<file path="src/rtl/fp16_max4_pool.sv">
// Registered 4-input fp16 max unit for 2x2 max-pooling, with a standalone
// registered fp16 comparator sharing the same compare core.
module fp16_max4_pool #(
  parameter logic [15:0] NAN_OUT = 16'h7E00
) (
  input  logic        clk,
  input  logic        rst,
  input  logic        in_valid,
  input  logic [15:0] n1,
  input  logic [15:0] n2,
  input  logic [15:0] n3,
  input  logic [15:0] n4,
  output logic        out_valid,
  output logic [15:0] max_out,
  input  logic [15:0] cmp_a,
  input  logic [15:0] cmp_b,
  output logic        a_gt_b,
  output logic        a_eq_b
);

  function automatic logic is_nan(input logic [15:0] x);
    return (x[14:10] == 5'h1F) && (x[9:0] != 10'd0);
  endfunction

  // Returns {gt, eq}. Sign-magnitude ordering: for two negatives the smaller
  // magnitude is the greater value.
  function automatic logic [1:0] fp16_cmp(input logic [15:0] x, input logic [15:0] y);
    logic gt;
    logic eq;
    gt = 1'b0;
    eq = 1'b0;
    if (is_nan(x) || is_nan(y)) begin
      gt = 1'b0;
      eq = 1'b0;
    end else if ((x[14:0] == 15'd0) && (y[14:0] == 15'd0)) begin
      gt = 1'b0;
      eq = 1'b1;
    end else begin
      eq = (x == y);
      if (x[15] != y[15])
        gt = ~x[15];
      else if (!x[15])
        gt = x[14:0] > y[14:0];
      else
        gt = x[14:0] < y[14:0];
    end
    return {gt, eq};
  endfunction

  // Ties keep x untouched, so lower-index operands win bit-exact.
  function automatic logic [15:0] fp16_max2(input logic [15:0] x, input logic [15:0] y);
    logic [1:0] c;
    c = fp16_cmp(y, x);
    if (!is_nan(y) && (is_nan(x) || c[1]))
      return y;
    return x;
  endfunction

  logic        out_valid_q, out_valid_d;
  logic [15:0] max_q, max_d;
  logic        gt_q, gt_d;
  logic        eq_q, eq_d;
  logic [15:0] m12, m34, m_all;
  logic [1:0]  cmp_res;

  always_comb begin
    m12   = fp16_max2(n1, n2);
    m34   = fp16_max2(n3, n4);
    m_all = fp16_max2(m12, m34);
    // A NaN survives the tree only when every input was NaN.
    max_d = is_nan(m_all) ? NAN_OUT : m_all;
    out_valid_d = in_valid;
    cmp_res = fp16_cmp(cmp_a, cmp_b);
    gt_d = cmp_res[1];
    eq_d = cmp_res[0];
  end

  always_ff @(posedge clk) begin
    if (rst) begin
      out_valid_q <= 1'b0;
      max_q       <= 16'h0000;
      gt_q        <= 1'b0;
      eq_q        <= 1'b0;
    end else begin
      out_valid_q <= out_valid_d;
      max_q       <= max_d;
      gt_q        <= gt_d;
      eq_q        <= eq_d;
    end
  end

  assign out_valid = out_valid_q;
  assign max_out   = max_q;
  assign a_gt_b    = gt_q;
  assign a_eq_b    = eq_q;

endmodule

</file>
<file path="config.mk">
export PLATFORM = sky130hd
export DESIGN_NAME = fp16_max4_pool
export DESIGN_NICKNAME = d
export VERILOG_FILES = /design/src/rtl/fp16_max4_pool.sv
export SDC_FILE = /design/constraint.sdc
export NUM_CORES = 1
export LEC_CHECK = 0
export ABC_AREA = 1
export BUFFER_PORTS_ARGS = -buffer_cell sky130_fd_sc_hd__buf_4
export CAP_MARGIN = 25
export CORE_ASPECT_RATIO = 0.5
export CORE_MARGIN = 2
export CORE_UTILIZATION = 39
export DETAILED_ROUTE_END_ITERATION = 8
export SKIP_LAST_GASP = 1
export SYNTH_ARGS = -nofsm -noshare
export SYNTH_HDL_FRONTEND = slang
export SYNTH_SLANG_ARGS = --single-unit
</file>
<file path="constraint.sdc">
create_clock -name clk -period 5.1 [get_ports clk]
set_input_delay 0.765 -clock clk [delete_from_list [all_inputs] [get_ports clk]]
set_output_delay 0.765 -clock clk [all_outputs]
set_load 0.02 [all_outputs]
</file>
Word level (Yosys, flattened, before mapping). Index checks and enable logic that the tools add are counted.

Register bits: 19. Bits in latches: 0. Memory bits (writable): 0. ROM bits: 0. Bits of input ports: 99. Output and inout bits: 19. Word-level logic and storage cells: 102. Memories: 0.

$add $sub $neg: 0. $mul: 0. Div/mod/pow operators: 0. $lt $le $gt $ge: 8. Equal/unequal tests: 14. Shifts and indexed selects: 0. Muxes and demuxes: 25. Bitwise logic cells: 4. Reductions and logical operators: 46.

Operators by type and width (number): $logic_not A15 Y1 (8); $mux W16 (6); $reduce_bool A10 Y1 (9); $gt A15 B15 Y1 (4); $lt A15 B15 Y1 (4); $eq A5 B5 Y1 const B (9); $mux W1 (18); $eq A16 B16 Y1 (1); $logic_and A1 B1 Y1 (16); $mux W15 (1); $logic_or A1 B1 Y1 (7); $ne A1 B1 Y1 (4); $not A1 Y1 (4); $reduce_or A2 Y1 (2); $logic_not A1 Y1 (3); $reduce_or A3 Y1 (1).

Logic depth before layout (Yosys ltp). Gate-level depths: netlist (run 1).

Depth in word-level cells: 21. Depth in mapped cells: 39. Depth with buffers taken out: 37.

Least setup slack after synthesis (run 1). Ideal clock, no wire load.

Path kind: in2reg. Start: input port n3[14]. End: register max_q[0], in the netlist max_out[0]. Library setup time: 0.116 ns. Data arrival time: 4.186 ns. Data required time: 4.984 ns. Setup slack: 0.798 ns. Stages on the path: 37. Cells stage by stage: inv_1 ha_1 nand2_1 nor2_2 inv_2 nor2_2 nand4_1 nand2_1 nand2_1 nand2_2 nand2_4 nand2_4 buf_6 nand2_2 nand2_2 inv_1 ha_1 nand2_1 inv_1 a221oi_1 o21ai_0 nand3_1 a21oi_1 o21bai_1 clkinv_1 nand2_2 nand2_4 nand2_4 buf_6 nand2_1 o21ai_0 nor2_1 nand2_1 nor2_1 nand2_2 nand2_4 nor2_1.

Cells in the longest elaborated chain, start to end: 21. Elaborated cells on any way between the ends: 39.

RTL lines: from (decl) (RTL line 11) `input logic [15:0] n3,`; $gt A15 B15 Y1 or $lt A15 B15 Y1 (tied branches) (RTL line 43, 45); $mux W1 (RTL line 42) `else if (!x[15])`; $mux W1 (RTL line 40) `if (x[15] != y[15])`; $mux W1 (RTL line 35) `end else if ((x[14:0] == 15'd0) && (y[14:0] == 15'd0)) begin`; $mux W1 (RTL line 32) `if (is_nan(x) || is_nan(y)) begin`; $logic_or A1 B1 Y1 (RTL line 54) `if (!is_nan(y) && (is_nan(x) || c[1]))`; $logic_and A1 B1 Y1 (RTL line 54); $mux W1 (RTL line 54); [5 not listed]; $mux W1 (RTL line 32); $logic_or A1 B1 Y1 (RTL line 54); $logic_and A1 B1 Y1 (RTL line 54); $mux W1 (RTL line 54); $mux W16 (*) (RTL line 56) `return x;`; $eq A5 B5 Y1 or $reduce_bool A10 Y1 (tied branches) (RTL line 22) `return (x[14:10] == 5'h1F) && (x[9:0] != 10'd0);`; $logic_and A1 B1 Y1 (RTL line 22); $reduce_or A2 Y1 (no line); to (signal assigned) (RTL line 86) `max_q <= max_d;`; to (decl) (RTL line 60) `logic [15:0] max_q, max_d;`.

Every way passes the cells marked *; elsewhere a longest branch is shown, timed or not. The select of a mux whose other input is x is not followed. A chain may end at the register's enable or synchronous reset.

Worst setup path after layout (run 1).
Start: input port n3[14]. End: register max_q[3], in the netlist max_out[3].

Same word-level chain as after synthesis.

==> summary.md, run 1 <==
| Metric | Value |
|---|---|
| Residual DRC | `0` |
| Final hold violations | `0` |
| P_leak | `2.72 nW` |
| Startpoint types | `input pin` |
| Site Rows | `24` |
| Maxcap violations | `0` |
| Hold WC Path Type | `input pin to register` |
| Final worst slack | `424 ps` |
| Starting Density | `0.406` |
| First-pass GRT wire length | `17.3 mm` |
| Clock transition at path regs | `60 ps` |
| Vias in the first global route | `3,751` |
| Max VDD drop | `0.000135 V` |
| Final Power | `1.01 mW` |
| Ys Warns | `0` |
| Post-synthesis area per instance | `5.83 sq um` |
| Width of the die | `139 um` |
| Max Slew Vio Count | `0` |
| Netlist cell types | `30` |
| Pin count of the biggest net entering global routing | `24` |
| Most used cell, CP | `nand2_1` |
| DR WL/cell | `12.3 um` |
| Dpl ws | `16.0 ps` |
| Max incr delay on CP | `310 ps` |
| Number of port buffers | `117` |
| Fmax | `0.214 GHz` |
| Minimum clock period | `4680 ps` |
| Flops & latches, synth | `19` |
| Hold path cells | `3` |
| Initial antenna violation count | `0` |
| Sequential share of the synthesized area | `0.106` |
| Hpwl dp | `8.97 mm` |
| Status | `complete, no violations` |
| Max-Slew Margin vs Limit | `0.688` |
| Final WL | `10.4 mm` |
| Worst EP arrival | `4820 ps` |
| Crit path kind | `input pin to register` |
| I/O pin cnt | `118` |
| Die area | `9990 sq um` |
| GR Overflow Total | `0` |
| Final Cycle Share | `0.917` |
| Slowest CP cell | `ha_1` |
| Mapped cell area | `3570 sq um` |
| Fill count | `940` |
| Core area | `8800 sq um` |
| H-tree depth reported by CTS | `1` |
| Multi-input gate area | `2700 sq um` |
| CTS tree | `built` |
| Crit end category | `register` |
| Final setup fails | `0` |
| Worst Tran Pin Value | `467 ps` |
| Via count | `4,118` |
| CTS sink count | `19` |
| Syn_nets | `772` |
| Die height | `71.7 um` |
| Sequential cell area | `380 sq um` |
| Max Root-Sink Buffers | `2` |
| Nets | `891` |
| Hold Crit Start | `in_valid` |
| Routed Antenna Nets | `0` |
| Share of layout cells above drive strength 1 | `0.230` |
| Area grow syn2layout | `31.3%` |
| Critical Path RT | `5240 ps` |
| CTS root buf | `clkbuf_16` |
| TritonCTS Buffers | `3` |
| Initial drt markers | `220` |
| RSZ-0062 raised after global routing | `true` |
| RePlAce Congestion | `0.882` |
| Hold endpoint | `out_valid` |
| Pwr Density | `215 nW/um^2` |
| Ant. Diodes | `0` |
| Tot GR Track Use | `0.205` |
| Via/cell ratio | `4.86` |
| Cells after Synth | `613` |
| Crit path max fanout | `23` |
| Drt pass-1 iters | `8` |
## metal layers
metal | part of all wire | track usage | up-vias
li1 | - | - | 2199
met1 | 0.50 | 0.296 | 1754
met2 | 0.42 | 0.337 | 147
met3 | 0.066 | 0.0241 | 18
met4 | 0.014 | 0.0325 | 0
met5 | 0 | 0 | -
## timing repair
action	CTS	global route
resized for setup	0	7
setup buffers	0	4
endpoints found under the setup margin	0	11
hold buffers	0	0
## placed cells by master (no fill, tap or decap)
cell type  Yosys  routed
a211oi_1       1       1
o21ai_1        3       3
clkbuf_1       1       1
nand2_1      162     162
o21ai_0       17      17
inv_2          2       2
ha_1          60      60
xor2_1         1       1
nor3_1         5       5
a21oi_2        0       1
inv_1        120     120
nand3b_1       2       2
nor2_1        48      47
a21oi_1       32      31
clkbuf_16      0       3
o21bai_1       1       1
clkinv_1       1       1
nand4_1       18      18
and3_1         1       1
nand3_1       59      59
nor2_2        10      11
a221oi_1       1       1
o41ai_1        1       1
nand2_2       20      20
nor4b_1        1       1
dfxtp_1       19      19
nor4_1        10      10
nand2_8        0       5
nand3_2        1       1
and2_1         1       1
nand2_4        7       2
buf_4          0     123
## worst max-delay path, delay by kind of cell
family                     cells  cell delay (ps)
AOI/OAI and AO/OA              8             1090
adders and majority gates      2              610
buffers and inverters          5              290
and+or+nand+nor               22             2050
## cell families after synthesis
family	after synthesis	share of synthesized area
flip-flops	19	0.106
AO/OA/AOI/OAI	56	0.0820
adder cells (fa/ha/maj)	60	0.210
XOR/XNOR	1	0.00245
buffers and inverters	132	0.152
AND/OR/NAND/NOR	345	0.447
## report_power, final
| group | internal [mW] | switching (mW) |
|---|---|---|
| registers | 0.185 | 0.00882 |
| clock network | 0.106 | 0.0592 |
| logic | 0.255 | 0.392 |
## metrics by stage
step / setup TNS [ps] / cell area, sq um / util / hold WS [ps] / std cells
floorplan: 0 / 3570 / - / 858 / 613
global placement: 0 / 4530 / 0.515 / 974 / 840
detailed placement: 0 / 4530 / 0.515 / 992 / 840
CTS: 0 / 4610 / 0.524 / 730 / 844
global route: -65.0 / 4690 / 0.533 / 739 / 848
finish: 0 / 4690 / 0.533 / 724 / 848
## sequential cells by signal, summed over array words and instances, names as in the netlist
| signal | cells |
|---|---|
| a_gt_b | 1 |
| out_valid | 1 |
| max_out | 16 |
| a_eq_b | 1 |
## synthesized netlist by cell type (all sizes together)
cell type / instances / area share
clkbuf: 1 / 0.0010
o41ai: 1 / 0.0025
nor4b: 1 / 0.0025
buf: 8 / 0.022
a21oi: 32 / 0.045
o21ai: 20 / 0.028
ha: 60 / 0.21
nand3b: 2 / 0.0042
o21bai: 1 / 0.0021
nand2: 189 / 0.23
and3: 1 / 0.0018
a221oi: 1 / 0.0025
a211oi: 1 / 0.0021
nor2: 58 / 0.068
clkinv: 1 / 0.0010
xor2: 1 / 0.0025
nor4: 10 / 0.018
and2: 1 / 0.0018
nand3: 60 / 0.085
nand4: 18 / 0.032
nor3: 5 / 0.0070
inv: 122 / 0.13
dfxtp: 19 / 0.11
## cell type report
type	count	area share
multi-input combinational	462	0.576
inverter	123	0.0985
timing repair buffer	123	0.197
clock buffer	4	0.0168
tap	117	0.0312
sequential	19	0.0811
## worst max path at each step
stage / depth (start not counted) / from / to / slack (ps)
after floorplan: 37 / n3[14] / max_out[0] / 800
after global placement: 34 / n3[10] / max_out[4] / 120
after detailed placement: 34 / n3[10] / max_out[3] / 20
after CTS: 34 / n3[10] / max_out[3] / 260
after global routing: 37 / n3[14] / max_out[3] / -20
final: 37 / n3[14] / max_out[3] / 420
Power figures use the tool's default switching activity.
==> inputs of run 2 (changes only) <==
Settings changed: ABC_AREA 1 to not set, PLACE_DENSITY_LB_ADDON set to 0.15.
==> summary.md, run 2 <==
| Metric | Value |
|---|---|
| Initial antenna violation count | `0 (unchanged)` |
| Clock transition at path regs | `60 ps (about the same)` |
| Crit path max fanout | `6 (-74%)` |
| Hold path cells | `2 (-1)` |
| Asr flop ratio synth | `0 (unchanged)` |
| Hpwl dp | `9.32 mm (+3.9%)` |
| CTS sink count | `19 (unchanged)` |
| Hold endpoint | `out_valid` |
| Crit end category | `register` |
| Die area | `9220 sq um (-7.7%)` |
| Critical Path RT | `5250 ps (about the same)` |
| Number of port buffers | `117 (unchanged)` |
| Mapped cell area | `3290 sq um (-8.0%)` |
| Max-Slew Margin vs Limit | `0.416 (-0.272)` |
| CP Cell Sequence | `buf_4 -> buf_4 -> nor4_4 -> nand4_1 -> o41ai_2 -> a22oi_2 -> o31ai_4 -> buf_6 -> buf_8 -> mux2i_4 -> ha_4 -> o21a_1 -> o31ai_1 -> a21oi_1 -> o31a_1 -> or3_1 -> a21oi_2 -> nor3_2 -> o32a_1 -> buf_4 -> o31a_1 -> a21boi_2` |
| First-pass GRT wire length | `17.1 mm (-1.0%)` |
| Cells after Synth | `437 (-29%)` |
| Buf/Inv on CP | `5 (unchanged)` |
| Worst Tran Pin Value | `871 ps (+404 ps)` |
| Pin count of the biggest net entering global routing | `17 (-29%)` |
| Most used cell, CP | `buf_4` |
| RePlAce Congestion | `0.939 (+6.5%)` |
| Area grow syn2layout | `78.3%` |
| H-tree depth reported by CTS | `1 (unchanged)` |
| Netlist cell types | `59 (+97%)` |
| Core Util, Final | `0.725 (+0.192)` |
| Status | `finished with violations` |
| Share of layout cells above drive strength 1 | `0.493 (+0.263)` |
| Top post-synthesis cells by area | `ha_1 23%, dfxtp_1 12%, mux2i_1 6.1%, inv_1 5.6%, o21ai_0 5.0%` |
| Failing checks | `negative setup slack` |
| Final Power | `1.14 mW (+14%)` |
| CTS tree | `built` |
| Crit path max-delay family | `compound AO/OA/AOI/OAI gates` |
| Ant. Diodes | `0 (unchanged)` |
| Post-synthesis area per instance | `7.52 sq um (+29%)` |
| I/O pin cnt | `118 (unchanged)` |
| Crit path kind | `input pin to register` |
| Commonest cells after routing, fill and taps aside | `228 x buf_4, 39 x ha_1, 37 x inv_1` |
| Site Rows | `23 (-4.2%)` |
| Most frequent cell after synthesis | `ha_1` |
| Max VDD drop | `0.0000862 V (-36%)` |
| Drt pass-1 iters | `5 (-3)` |
| Post-synth top area share | `0.228 (+0.0183)` |
| Worst EP arrival | `5270 ps (+450 ps)` |
| Final worst slack | `-28.1 ps (-452 ps)` |
| Slowest CP cell | `o41ai_2` |
| Fmax | `0.195 GHz (-8.8%)` |
| Final setup fails | `1 (+1)` |
| Via count | `4,262 (+3.5%)` |
| Hold Crit Start | `in_valid` |
| P_leak | `2.77 nW (+1.9%)` |
| Max Root-Sink Buffers | `2 (unchanged)` |
| DR WL/cell | `15.8 um (+29%)` |
| Largest register FFs | `16 (unchanged)` |
| Vias in the first global route | `3,826 (+2.0%)` |
| RSZ-0062 raised after global routing | `true` |
| Minimum clock period | `5130 ps (+452 ps)` |
| Flops & latches, synth | `19 (unchanged)` |
| Residual DRC | `0 (unchanged)` |
| TritonCTS Buffers | `3 (unchanged)` |
| Core area | `8090 sq um (-8.1%)` |
| Max incr delay on CP | `420 ps (+110 ps)` |
| Nets | `834 (-6.4%)` |
| Syn_nets | `596 (-23%)` |
| Ys Warns | `0 (unchanged)` |
| Post-synth top cells | `60 x ha_1, 49 x inv_1, 35 x nor2_1` |
| Hold WC Path Type | `input pin to register` |
| Hold slack final | `728 ps (+3.54 ps)` |
| Post-CTS Hold Buffers | `0 (unchanged)` |
| Sequential share of the synthesized area | `0.116 (+0.00929)` |
| CTS root buf | `clkbuf_16` |
| Most used DFF post-synth | `dfxtp_1` |
| Die height | `68.9 um (-3.9%)` |
| Maxcap violations | `0 (unchanged)` |
| Pwr Density | `195 nW/um^2 (-9.1%)` |
| Final WL | `12.4 mm (+19%)` |
| Tot GR Track Use | `0.229 (+0.0238)` |
| Starting Density | `0.406 (about the same)` |
| Routed Antenna Nets | `0 (unchanged)` |
| Final Cycle Share | `1.01 (+0.0887)` |
| Number of synthesized flops with an enable pin | `0 (unchanged)` |
| Initial drt markers | `233 (+5.9%)` |
| GR Overflow Total | `0 (unchanged)` |
| Width of the die | `134 um (-4.0%)` |
| Max Slew Vio Count | `0 (unchanged)` |
| Biggest area consumer among synthesized cells | `ha_1` |
| Via/cell ratio | `5.42 (+12%)` |
| Most common cell after layout, fill and taps aside | `buf_4` |
| Final hold violations | `0 (unchanged)` |
| Startpoint types | `input pin` |
## run 2: cell count changes in the layout (fill, tap and decap cells not counted), sizes merged, moves of 11 or more
cell and delta:
mux2i +20, buf +119, o21ai +14, nand2 -156
nand3 -45, inv -73, a211oi +11, nor2 -23
## run 2: worst max-delay path by stage
stage | slack (ps) | cells past startpoint | start | endpoint
final | -30 | 22 | n1[10] | max_out[0]
after global routing | -240 | 23 | n2[6] | max_out[0]
after CTS | 7 | 23 | n3[4] | max_out[6]
after detailed placement | -310 | 21 | n1[10] | max_out[6]
after global placement | -180 | 21 | n1[10] | max_out[1]
after floorplan | 7 | 22 | n3[4] | max_out[15]
## run 2: logic make-up after synthesis
logic type / share of synthesized area
fa+ha+maj: 0.228
mux: 0.0678
flops: 0.116
xor+xnor: 0.00267
simple gates: 0.254
buf+inv: 0.0701
compound gates: 0.262
## run 2: per-layer routing
metal | up-vias | routed length [um] | GRT usage
met1 | 1978 | 5840 | 0.310
met5 | - | 0 | 0
met3 | 16 | 633 | 0.0241
met2 | 137 | 5800 | 0.403
met4 | 0 | 137 | 0.0465
li1 | 2131 | - | -
## run 2: report_power, final
| part | internal [mW] | switching [mW] | leakage, nW |
|---|---|---|---|
| Clock | 0.106 | 0.0583 | 0.0382 |
| Combinational | 0.407 | 0.384 | 2.57 |
| Sequential | 0.178 | 0.00864 | 0.158 |
| Total | 0.692 | 0.451 | 2.77 |
## run 2: through the flow
step / TNS [ps] / setup slack [ps] / instances / instance area (sq um)
5_1_grt: -2480 / -241 / 786 / 5860
3_5_place_dp: -3140 / -314 / 770 / 5140
3_3_place_gp: -1850 / -184 / 770 / 5140
4_1_cts: 0 / 7.31 / 774 / 5230
6_report: -28.1 / -28.1 / 786 / 5860
2_1_floorplan: 0 / 6.72 / 437 / 3300
## run 2: cell type report
cell class,count,area (sq um)
tap,112,140
clock buffer,4,78.8
inverter,49,189
sequential,19,380
multi-input combinational,360,3180
timing repair buffer,242,1890
fill,604,2230
## run 2: what timing repair did
| action | 4_1_cts | 5_1_grt |
|---|---|---|
| pin swaps | 1 | 32 |
| endpoints found under the setup margin | 4 | 16 |
| gates cloned | 0 | 1 |
| buffers inserted | 0 | 11 |
| gates resized for setup | 2 | 109 |
| hold endpoints to repair | 0 | 0 |
